**src/rtl/fetch_stage.sv**
```systemverilog
// Instruction-fetch stage: owns the PC, drives a single-outstanding imem request and feeds decode through the IF/ID register.
// Optional FETCH_STATS_EN macro adds fetch_count / stall_cycles counters.
module fetch_stage #(
  parameter logic [31:0] RESET_PC  = 32'h0000_0000,
  parameter logic [31:0] NOP_INSTR = 32'h5400_0000
) (
  input  logic        clk,
  input  logic        reset,
  input  logic        stall,
  input  logic        redirect_valid,
  input  logic [31:0] redirect_target,
  output logic        imem_req,
  output logic [31:0] imem_addr,
  input  logic        imem_ready,
  input  logic [31:0] imem_rdata,
  output logic [31:0] instr_out,
  output logic [31:0] pc_plus4_out,
  output logic        instr_valid,
  output logic [1:0]  dbg_state_o
`ifdef FETCH_STATS_EN
  ,
  output logic [31:0] fetch_count,
  output logic [31:0] stall_cycles
`endif
);

  // Handshake: an imem transfer happens on a cycle with imem_req=1 and imem_ready=1;
  // while imem_req=1 and imem_ready=0 imem_addr is held. Decode has no ready, it back-pressures with stall.
  typedef enum logic [1:0] {
    ST_FETCH   = 2'd0,
    ST_SKID    = 2'd1,
    ST_DISCARD = 2'd2
  } state_t;

  state_t      state_q, state_d;
  logic [31:0] pc_q, pc_d;
  logic [31:0] req_addr_q, req_addr_d;
  logic [31:0] skid_instr_q, skid_instr_d;
  logic [31:0] skid_pc4_q, skid_pc4_d;
  logic [31:0] if_instr_q, if_instr_d;
  logic [31:0] if_pc4_q, if_pc4_d;
  logic        if_valid_q, if_valid_d;
  logic        if_load_valid;
  logic        req_active;
  logic [31:0] pc_plus4;

  assign pc_plus4   = pc_q + 32'd4;
  assign req_active = (state_q != ST_SKID);

  // Gating with the reset pin drops the request the moment reset is asserted.
  assign imem_req     = reset & req_active;
  assign imem_addr    = (state_q == ST_DISCARD) ? req_addr_q : pc_q;
  assign instr_out    = if_instr_q;
  assign pc_plus4_out = if_pc4_q;
  assign instr_valid  = if_valid_q;
  assign dbg_state_o  = state_q;

  always_comb begin
    state_d       = state_q;
    pc_d          = pc_q;
    req_addr_d    = req_addr_q;
    skid_instr_d  = skid_instr_q;
    skid_pc4_d    = skid_pc4_q;
    if_instr_d    = if_instr_q;
    if_pc4_d      = if_pc4_q;
    if_valid_d    = if_valid_q;
    if_load_valid = 1'b0;

    if (redirect_valid) begin
      pc_d         = redirect_target;
      if_instr_d   = NOP_INSTR;
      if_pc4_d     = 32'd0;
      if_valid_d   = 1'b0;
      skid_instr_d = NOP_INSTR;
      skid_pc4_d   = 32'd0;
      // A request still in flight must complete at its old address before refetching.
      if (req_active && !imem_ready) state_d = ST_DISCARD;
      else                           state_d = ST_FETCH;
      if (state_q == ST_FETCH) req_addr_d = pc_q;
    end else begin
      case (state_q)
        ST_FETCH: begin
          if (imem_ready) begin
            pc_d = pc_plus4;
            if (!stall) begin
              if_instr_d    = imem_rdata;
              if_pc4_d      = pc_plus4;
              if_valid_d    = 1'b1;
              if_load_valid = 1'b1;
            end else begin
              skid_instr_d = imem_rdata;
              skid_pc4_d   = pc_plus4;
              state_d      = ST_SKID;
            end
          end else if (!stall) begin
            if_instr_d = NOP_INSTR;
            if_valid_d = 1'b0;
          end
        end
        ST_SKID: begin
          if (!stall) begin
            if_instr_d    = skid_instr_q;
            if_pc4_d      = skid_pc4_q;
            if_valid_d    = 1'b1;
            if_load_valid = 1'b1;
            state_d       = ST_FETCH;
          end
        end
        ST_DISCARD: begin
          if (imem_ready) state_d = ST_FETCH;
        end
        default: state_d = ST_FETCH;
      endcase
    end
  end

  always_ff @(posedge clk or negedge reset) begin
    if (!reset) begin
      state_q      <= ST_FETCH;
      pc_q         <= RESET_PC;
      req_addr_q   <= RESET_PC;
      skid_instr_q <= NOP_INSTR;
      skid_pc4_q   <= 32'd0;
      if_instr_q   <= NOP_INSTR;
      if_pc4_q     <= 32'd0;
      if_valid_q   <= 1'b0;
    end else begin
      state_q      <= state_d;
      pc_q         <= pc_d;
      req_addr_q   <= req_addr_d;
      skid_instr_q <= skid_instr_d;
      skid_pc4_q   <= skid_pc4_d;
      if_instr_q   <= if_instr_d;
      if_pc4_q     <= if_pc4_d;
      if_valid_q   <= if_valid_d;
    end
  end

`ifdef FETCH_STATS_EN
  logic [31:0] fetch_count_q;
  logic [31:0] stall_cycles_q;

  always_ff @(posedge clk or negedge reset) begin
    if (!reset) begin
      fetch_count_q  <= 32'd0;
      stall_cycles_q <= 32'd0;
    end else begin
      if (if_load_valid) fetch_count_q <= fetch_count_q + 32'd1;
      if (stall && (state_q != ST_DISCARD)) stall_cycles_q <= stall_cycles_q + 32'd1;
    end
  end

  assign fetch_count  = fetch_count_q;
  assign stall_cycles = stall_cycles_q;
`endif

endmodule

```
**config.mk**
```make
export PLATFORM = sky130hd
export DESIGN_NAME = fetch_stage
export DESIGN_NICKNAME = d
export VERILOG_FILES = /design/src/rtl/fetch_stage.sv
export SDC_FILE = /design/constraint.sdc
export NUM_CORES = 1
export LEC_CHECK = 0
export CAP_MARGIN = 10
export CORE_ASPECT_RATIO = 0.7
export CORE_UTILIZATION = 48
export DETAILED_ROUTE_END_ITERATION = 10
export HOLD_SLACK_MARGIN = 0.15
export PLACE_DENSITY = 0.77
export SLEW_MARGIN = 20
export SYNTH_ARGS = -nofsm -noshare
export SYNTH_HDL_FRONTEND = slang
export SYNTH_SLANG_ARGS = --single-unit
```
**constraint.sdc**
```tcl
create_clock -name clk -period 2.2 [get_ports clk]
set_input_delay 0.44 -clock clk [delete_from_list [all_inputs] [get_ports clk]]
set_output_delay 0.44 -clock clk [all_outputs]
set_load 0.1 [all_outputs]
```
After elaboration in Yosys (flattened, before gate mapping)
Index checks and enable logic that the tools add are counted.

Register bits: 195. Input bits: 69. Output and inout bits: 100.

$add $sub $neg: 1. Equal/unequal tests: 9. Muxes and demuxes: 35. Bitwise gates (word level): 1. Reductions and logical operators: 14.

Operator list (number): 2-to-1 mux 32 bit (21); one-hot mux 32 bit (2 select lines) (2); adder 32 x 3 -> 32 bit, second input constant (1); inequality test 3 bit, second input constant (5); 2-to-1 mux 2 bit (6); AND reduction 4 bit (2); one-hot mux 2 bit (3 select lines) (1); AND reduction 2 bit (3); AND reduction 3 bit (2); nonzero test 2 bit (3); 2-to-1 mux 1 bit (4); inequality test 4 bit, second input constant (1); nonzero test 3 bit (1); == test 2 x 1 -> 1 bit, second input constant (1); == test 2 bit, second input constant (1); zero test 2 bit (1); inequality test 2 x 1 -> 1 bit, second input constant (1); one-hot mux 1 bit (2 select lines) (1); bitwise AND 1 bit (1); logical AND 1 bit (1); zero test 1 bit (1).

Logic depth before layout (Yosys ltp)
Gate-level depths: netlist of run 1.

Word-level depth: 5. Depth in mapped cells: 8. Gate-level depth less buffers: 6.

Least setup slack after synthesis of run 1
OpenSTA, ideal clock, no wires.

Kind: register -> output. Start point: register state_q[1] (netlist: dbg_state_o[1]). End point: output port imem_addr[26]. Arrival time: 3.749 ns. Required time: 1.760 ns. Setup slack: -1.989 ns. Stages on the path, launching flop included: 6. Path buffers: 3. Cell sequence: dfrtp_1 > clkbuf_1 > nor2b_1 > clkbuf_1 > buf_1 > o21ai_0.

Word-level cells in the longest chain between the ends: 2.

Ends and longest elaborated chain: start, declared (line 35) `state_t state_q, state_d;`; start signal, assigned (line 128) `state_q <= state_d;`; == test 2 bit (line 52) `assign imem_addr = (state_q == ST_DISCARD) ? req_addr_q : pc_q;`; 2-to-1 mux 32 bit (line 52); end, declared (line 13) `output logic [31:0] imem_addr,`.

No other way between the ends.

Worst setup path after layout of run 1
Ends and elaborated chain as after synthesis.

==> impl_metrics.tcl, run 1 <==
set metrics [dict create \
    outcome "finished, violations left" \
    violations "setup timing" \
    die_y_um 120 \
    synth_edf_count 0 \
    crit_path_start "dbg_state_o[1]" \
    min_period_over_period 1.04 \
    io_pins 169 \
    syn2layout_area_growth_pct 35.3 \
    drv_cap 0 \
    met2_wirelength_um 11800 \
    avgRoutedWirePerCell_um 18.5 \
    synth_fp_nets 1065 \
    grt_usage 0.267 \
    period_minus_slack_ps 2290 \
    synth_compound_area_frac 0.165 \
    grt_overflow 0 \
    ys_warn_count 0 \
    die_w_um 171 \
    num_vias 8103 \
    gp_congestion 0.900 \
    drc_errors 0 \
    final_cells 1443 \
    syn_inst 995 \
    wl_met1_um 12100 \
    fin_skew_ps 7.70 \
    syn-cell-area_um2 9570 \
    worstPathRequired_ps 1760 \
    layout-drive-gt1-share 0.263 \
    io_buffers 168 \
    post_synth.cell_area_avg_um2 9.62 \
    synthSimpleGateAreaFrac 0.138 \
    setup.worst_path.start_class "flip-flop" \
    grt_pass1_vias 7810 \
    synth.ff_latch_count 195 \
    core_um2 19200 \
    drtIter0Drc 863 \
    drv_slew 0 \
    firstDrtPassIters 7 \
    ant_nets 0 \
    synth_top_cell_area_share 0.494 \
    rsz0062_at_grt "true" \
    cts_sinks 195 \
    cp_data_arrival_time_ps 1850 \
    r2r_start "pc_q[14]" \
    placed_cells 1401 \
    synth_mux_area_frac 0.0816 \
    p_leak_nw 5.63 \
    cts_buffers 17 \
    worstHoldPathType "reg2reg" \
    powerDensity_nw_per_um2 806 \
    floorplan.die_area_um2 20500 \
    synth.yosys.seq_area_share 0.511 \
    tns_ps -2000 \
    power_mw 10.4 \
    clkLatencyLatePin_ps 430 \
    hpwl_um 17800 \
    synth_cell_type_count 48 \
    clockBufferDepth 2 \
    wirelength_um 26700 \
    routed_via_density 5.62 \
    fmax_mhz 437 \
    grt_pass1_wl_um 42100 \
    timing.final.hold_violations 0 \
    routed.top_layer "met4" \
    dr_wl_met3_um 2320 \
    synth_top_family_by_area "compound AO/OA/AOI/OAI gates" \
    synth_largest_area_cell "dfrtp_1" \
    cts_tree "yes" \
    diodes 0 \
    grt_max_degree 113 \
    end_kind "output pin" \
    synthXorXnorAreaFrac 0.0494 \
    ys_async_sr_fraction 1.00 \
    setup_ws_ps -87.2 \
    synthAdderAreaFrac 0.00131 \
    layout_commonest_cell "dfrtp_1" \
    start_util 0.497 \
    fin_nets 1236 \
    hp-start "pc_plus4_out[26]" \
    ys.flop_type "dfrtp_1" \
    cp_max_fo 16 \
    worst_slew_pin_slew_ps 626 \
    peakVddDrop_mv 0.591 \
    h-tree-depth 4 \
    root_buffer "clkbuf_16" \
    ff2ff_setup_slack_ps -20 \
    relSlewSlack 0.583 \
    synth_top_cells_by_area "dfrtp_1, mux2_2, a21oi_1" \
    antenna_found_initial 0 \
    path_clk_slew_ps 70 \
    final_cell_mix "dfrtp_1, nand2_1, buf_4" \
    std_cell_rows 42 \
    worstSetupPathType "reg2out" \
    finalSetupViolations 33 \
]
## critical path: stages, from the launching register on
cell,delay [ps]
dfrtp_4,470
nor2b_4,140
buf_12,140
buf_12,150
buf_4,150
o21ai_4,170
buf_12,200
## routing by layer
layer / global-route usage / vias to the layer above
li1: - / 3772
met1: 0.398 / 3926
met2: 0.388 / 355
met3: 0.0584 / 50
met4: 0.0738 / 0
met5: 0 / -
## sequential cells by signal (all words and copies together) (netlist names)
signal	flops
instr_out	32
pc_plus4_out	32
pc_q	32
req_addr_q	32
skid_instr_q	32
skid_pc4_q	32
dbg_state_o	2
instr_valid	1
## logic make-up (layout without fill, tap and decap cells)
group / after synthesis / after routing
AND/OR/NAND/NOR: 286 / 286
AO/OA/AOI/OAI: 260 / 260
flip-flops: 195 / 195
buffers and inverters: 129 / 313
multiplexers: 70 / 70
XOR/XNOR: 54 / 54
adder cells (fa/ha/maj): 1 / 1
## synth_stat cells (all sizes together) (2+ instances only)
| library cell | instances |
|---|---|
| dfrtp | 189 |
| nand2 | 133 |
| a21oi | 109 |
| mux2 | 64 |
| nor2 | 64 |
| o21ai | 64 |
| clkbuf | 62 |
| a22o | 35 |
| inv | 35 |
| buf | 32 |
| xnor2 | 30 |
| a211oi | 28 |
| xor2 | 24 |
| nand4 | 17 |
| nor3 | 15 |
| nand3 | 14 |
| a22oi | 13 |
| nor4 | 9 |
| and2 | 8 |
| dfstp | 6 |
| mux2i | 6 |
| and3 | 5 |
| and4 | 4 |
| a21o | 3 |
| a32oi | 3 |
| nand3b | 3 |
| nor2b | 3 |
| or4 | 3 |
| nand2b | 2 |
| nor4b | 2 |
| o31a | 2 |
## through the flow
| stage | area, µm² | hold WS [ps] | worst slack [ps] | util |
|---|---|---|---|---|
| 2_1_floorplan | 9730 | 144 | -81.5 | - |
| 3_3_place_gp | 12200 | 467 | -35.7 | 0.632 |
| 3_5_place_dp | 12200 | 478 | -63.7 | 0.632 |
| 4_1_cts | 12800 | 493 | -92.9 | 0.666 |
| 5_1_grt | 12900 | 507 | -126 | 0.673 |
| 6_report | 12900 | 488 | -87.2 | 0.673 |
## what timing repair did
item,CTS,global route
pin swaps,3,7
gates cloned,0,1
gates resized for setup,12,11
endpoints found under the hold margin,19,0
setup buffers,4,4
setup endpoints to repair,35,45
hold buffers,1,0
## final cells by class
type | instances | area [µm²]
Inverter | 35 | 131
Timing Repair Buffer | 246 | 2610
Sequential cell | 195 | 4900
Fill cell | 1463 | 6290
Tap cell | 264 | 330
Multi-Input combinational cell | 671 | 4410
Clock inverter | 8 | 75.1
Clock buffer | 24 | 492
## worst paths after layout
check,cells past startpoint,to
max,6,imem_addr[26]
min,2,pc_plus4_out[26]
max reg2reg,6,pc_plus4_out[31]
min reg2reg,2,pc_plus4_out[26]
max in group asynchronous,3,instr_out[0]
min in group asynchronous,3,pc_q[15]
## power breakdown
group / leakage [nW] / internal (mW) / total, mW / switching, mW
clock network: 0.281 / 1.68 / 3.03 / 1.34
registers: 2.54 / 3.90 / 4.14 / 0.238
logic: 2.81 / 1.20 / 3.27 / 2.08
total: 5.63 / 6.78 / 10.4 / 3.65
No activity file was read; power rests on OpenSTA's default activity.
==> run 2: changes to the inputs <==
- CORE_MARGIN: not set -> 5
- REMOVE_ABC_BUFFERS: not set -> 1
- TNS_END_PERCENT: not set -> 5
==> impl_metrics.tcl, run 2 (synthesized netlist as in run 1, its figures left out) <==
set metrics [dict create \
    outcome "finished, violations left" \
    violations "setup timing" \
    relSlewSlack 0.504 \
    peakVddDrop_mv 0.604 \
    cp_num_buf_inv 3 \
    grt_pass1_vias 7951 \
    gp_congestion 0.908 \
    std_cell_rows 43 \
    cts_buffers 17 \
    pre_cts_slack_ps -212 \
    hpwl_um 18200 \
    diodes 0 \
    min_period_over_period 1.03 \
    reg2reg_to "pc_plus4_out[31]" \
    cp_cell_sequence "nor2b_4 > buf_12 > clkbuf_16 > mux2_4 > buf_12" \
    drc_errors 0 \
    h-tree-depth 4 \
    worstHoldPathType "in2reg" \
    core_um2 19700 \
    critPathMaxStageDelay_ps 410 \
    io_buffers 168 \
    worstSetupPathType "reg2out" \
    floorplan.die_area_um2 22900 \
    place_area_um2 12100 \
    power_mw 10.5 \
    powerDensity_nw_per_um2 813 \
    drtIter0Drc 795 \
    cp_data_arrival_time_ps 1840 \
    root_buffer "clkbuf_16" \
    end_kind "output pin" \
    worst_slew_pin_slew_ps 742 \
    antenna_found_initial 0 \
    min_to "skid_instr_q[21]" \
    p_leak_nw 5.64 \
    worstPathRequired_ps 1760 \
    syn2layout_area_growth_pct 35.5 \
    avgRoutedWirePerCell_um 19.3 \
    rsz0062_at_grt "true" \
    finish.utilization 0.658 \
    cts_tree "yes" \
    cp_max_fo 6 \
    wirelength_um 28000 \
    stdcell_area_um2 13000 \
    ant_nets 0 \
    layout-drive-gt1-share 0.258 \
    grt_overflow 0 \
    slowest_stage "dfrtp_1" \
    ff2ff_path_depth 5 \
    crit_cells 5 \
    fin_nets 1237 \
    num_vias 8198 \
    path_delay_family "buffers and inverters" \
    drv_cap 0 \
    routed_via_density 5.65 \
    drv_slew 0 \
    firstDrtPassIters 5 \
    start_util 0.486 \
    hp-start "redirect_valid" \
    layout_commonest_cell "dfrtp_1" \
    path_common_cell "buf_12" \
    period_minus_slack_ps 2280 \
    die_y_um 128 \
    clockBufferDepth 2 \
    ff2ff_setup_slack_ps 60 \
    r2r_start "pc_q[21]" \
    setup_ws_ps -76.8 \
    grt_max_degree 124 \
    final_cell_mix "dfrtp_1, nand2_1, buf_4" \
    die_w_um 179 \
    setup.worst_path.start_class "flip-flop" \
    grt_usage 0.241 \
    io_pins 169 \
    grt_pass1_wl_um 43200 \
    fin_skew_ps 8.99 \
    clkLatencyLatePin_ps 430 \
    cts_sinks 195 \
    timing.final.hold_violations 0 \
    fillers 1525 \
    finalSetupViolations 30 \
    path_clk_slew_ps 80 \
    hold_depth 2 \
    fmax_mhz 439 \
]
## run 2: final cells by class
| class | instances | area [µm²] | area share |
|---|---|---|---|
| Clock buffer | 17 | 425 | 0.0328 |
| Clock inverter | 15 | 153 | 0.0118 |
| Inverter | 35 | 131 | 0.0101 |
| Multi-Input combinational cell | 671 | 4350 | 0.336 |
| Sequential cell | 195 | 4890 | 0.377 |
| Tap cell | 270 | 338 | 0.0261 |
| Timing Repair Buffer | 247 | 2670 | 0.206 |
## run 2: per-layer routing
metal	up-vias	GRT usage	wire length, µm
li1	3782	-	-
met1	4080	0.359	12700
met2	311	0.358	12600
met3	25	0.0545	2330
met4	0	0.0613	383
met5	-	0	0
## run 2: report_power, final
group | internal, mW | total [mW] | switching [mW]
logic | 1.22 | 3.33 | 2.12
clock network | 1.53 | 3.09 | 1.56
registers | 3.89 | 4.11 | 0.217
## run 2: metrics by stage
stage,TNS [ps],cells,hold slack (ps)
finish,-1640,1450,365
global placement,-9660,1410,300
detailed placement,-4450,1410,305
floorplan,-333090,901,144
CTS,-2000,1448,357
global route,-2980,1450,361
## run 2: how the worst max path moves through the flow
stage                   start       endpoint  slack [ps]
2_1_floorplan  dbg_state_o[0]  imem_addr[26]       -3020
3_3_place_gp       imem_ready       pc_q[31]        -220
3_5_place_dp       imem_ready       pc_q[31]        -210
4_1_cts        dbg_state_o[0]  imem_addr[11]        -100
5_1_grt        dbg_state_o[0]  imem_addr[30]        -120
6_report       dbg_state_o[0]  imem_addr[28]         -80
## run 2: repair_timing
item,CTS,global route
hold endpoints to repair,10,0
buffers inserted,2,0
cloned,3,2
setup endpoints to repair,33,44
hold buffers,1,0
resized for setup,29,17
pin swaps,0,2
==> run 3: changes to the inputs <==
- TNS_END_PERCENT: 5 -> not set
==> impl_metrics.tcl, run 3 (synthesized netlist as in run 1, its figures left out) <==
set metrics [dict create \
    wirelength_um 28100 \
    path_common_cell "buf_12" \
    grt_pass1_wl_um 43200 \
    fin_nets 1240 \
    rsz0062_at_grt "true" \
    timing.final.hold_violations 0 \
    grt_max_degree 124 \
    syn2layout_area_growth_pct 35.9 \
    cts_buffers 17 \
    setup_ws_ps -71.1 \
    cp_cell_sequence "nor2b_4 > buf_12 > clkbuf_16 > mux2_4 > buf_12" \
    start_util 0.486 \
    min_period_over_period 1.03 \
    drc_errors 0 \
    h-tree-depth 4 \
    diodes 0 \
    firstDrtPassIters 5 \
    end_kind "output pin" \
    power.share.sequential 0.390 \
    violations "setup timing" \
    layout-drive-gt1-share 0.261 \
    layout_commonest_cell "dfrtp_1" \
    final_cell_mix "dfrtp_1, nand2_1, buf_4" \
    num_vias 8206 \
    io_pins 169 \
    avgRoutedWirePerCell_um 19.3 \
    fin_skew_ps 8.94 \
    hpwl_um 18200 \
    peakVddDrop_mv 0.607 \
    std_cell_rows 43 \
    gp_congestion 0.908 \
    stdcell_area_um2 13000 \
    core_um2 19700 \
    grt_overflow 0 \
    ant_nets 0 \
    clkLatencyLatePin_ps 430 \
    fmax_mhz 440 \
    cts_tree "yes" \
    finalSetupViolations 30 \
    die_w_um 179 \
    floorplan.die_area_um2 22900 \
    drv_slew 0 \
    timing.hold.ws_ps 354 \
    pwr-share-clk 0.293 \
    placed_cells 1410 \
    worstHoldPathType "in2reg" \
    path_clk_slew_ps 80 \
    root_buffer "clkbuf_16" \
    antenna_found_initial 0 \
    grt_pass1_vias 7954 \
    slowest_stage "dfrtp_1" \
    cp_data_arrival_time_ps 1830 \
    cp_max_fo 6 \
    switchingPower_mw 3.90 \
    worst_slew_pin_slew_ps 735 \
    grt_usage 0.241 \
    worstSetupPathType "reg2out" \
    powerDensity_nw_per_um2 811 \
    intPower_mw 6.65 \
    place_area_um2 12100 \
    comb_power_share 0.317 \
    worstPathRequired_ps 1760 \
    clockBufferDepth 2 \
    io_buffers 168 \
    setup.worst_path.start_class "flip-flop" \
    p_leak_nw 5.66 \
    routed_via_density 5.65 \
    outcome "finished, violations left" \
    period_minus_slack_ps 2270 \
    critPathMaxStageDelay_ps 410 \
    relSlewSlack 0.509 \
    switching_share 0.369 \
    cts_sinks 195 \
    drtIter0Drc 889 \
    drv_cap 0 \
    final_cells 1453 \
    die_y_um 128 \
    power_mw 10.5 \
]
## run 3: cell type report
cell class | instances | area [µm²]
Inverter | 35 | 131
Multi-Input combinational cell | 671 | 4360
Sequential cell | 195 | 4890
Timing Repair Buffer | 250 | 2700
Clock buffer | 17 | 425
Tap cell | 270 | 338
Fill cell | 1517 | 6690
Clock inverter | 15 | 153
## run 3: power by group through the flow
stage	Combinational, mW	Sequential, mW	Clock, mW
final	3.34	4.11	3.09
after global routing	3.49	4.15	3.29
after CTS	3.30	4.10	3.12
after detailed placement	3.18	4.16	0
after global placement	3.14	4.14	0
after floorplan	1.46	4.63	0
## run 3: critical path: cells and delay by family (launching register included)
| kind | cells | cell delay, ps |
|---|---|---|
| mux | 1 | 330 |
| flops | 1 | 410 |
| buf+inv | 3 | 510 |
| simple gates | 1 | 130 |
## run 3: timing repair
| item | CTS | global route |
|---|---|---|
| hold endpoints to repair | 10 | 0 |
| cloned | 3 | 2 |
| gates resized for setup | 29 | 21 |
| endpoints found under the setup margin | 33 | 44 |
| setup buffers | 3 | 2 |
| hold buffers | 1 | 0 |
| pin swaps | 0 | 2 |
## run 3: worst paths after layout
kind                                 start          endpoint  slack (ps)  cells past startpoint
max reg2reg                       pc_q[21]  pc_plus4_out[31]          50                      5
min                         redirect_valid  skid_instr_q[12]         350                      2
max                         dbg_state_o[0]     imem_addr[28]         -70                      5
min reg2reg                pc_plus4_out[4]   pc_plus4_out[4]         490                      2
max in group asynchronous            reset           pc_q[2]        1050                      3
min in group asynchronous            reset           pc_q[9]         410                      2
## run 3: metal layers
metal	GRT usage	part of all wire
met1	0.359	0.45
met2	0.358	0.45
met3	0.0545	0.085
met4	0.0613	0.016
met5	0	0
## run 3: per-stage QoR
stage	setup WS [ps]	util	setup TNS, ps
after global routing	-116	0.660	-2910
after floorplan	-3020	-	-333090
after global placement	-218	0.612	-9660
after detailed placement	-212	0.612	-4450
after CTS	-104	0.652	-1990
final	-71.1	0.660	-1590
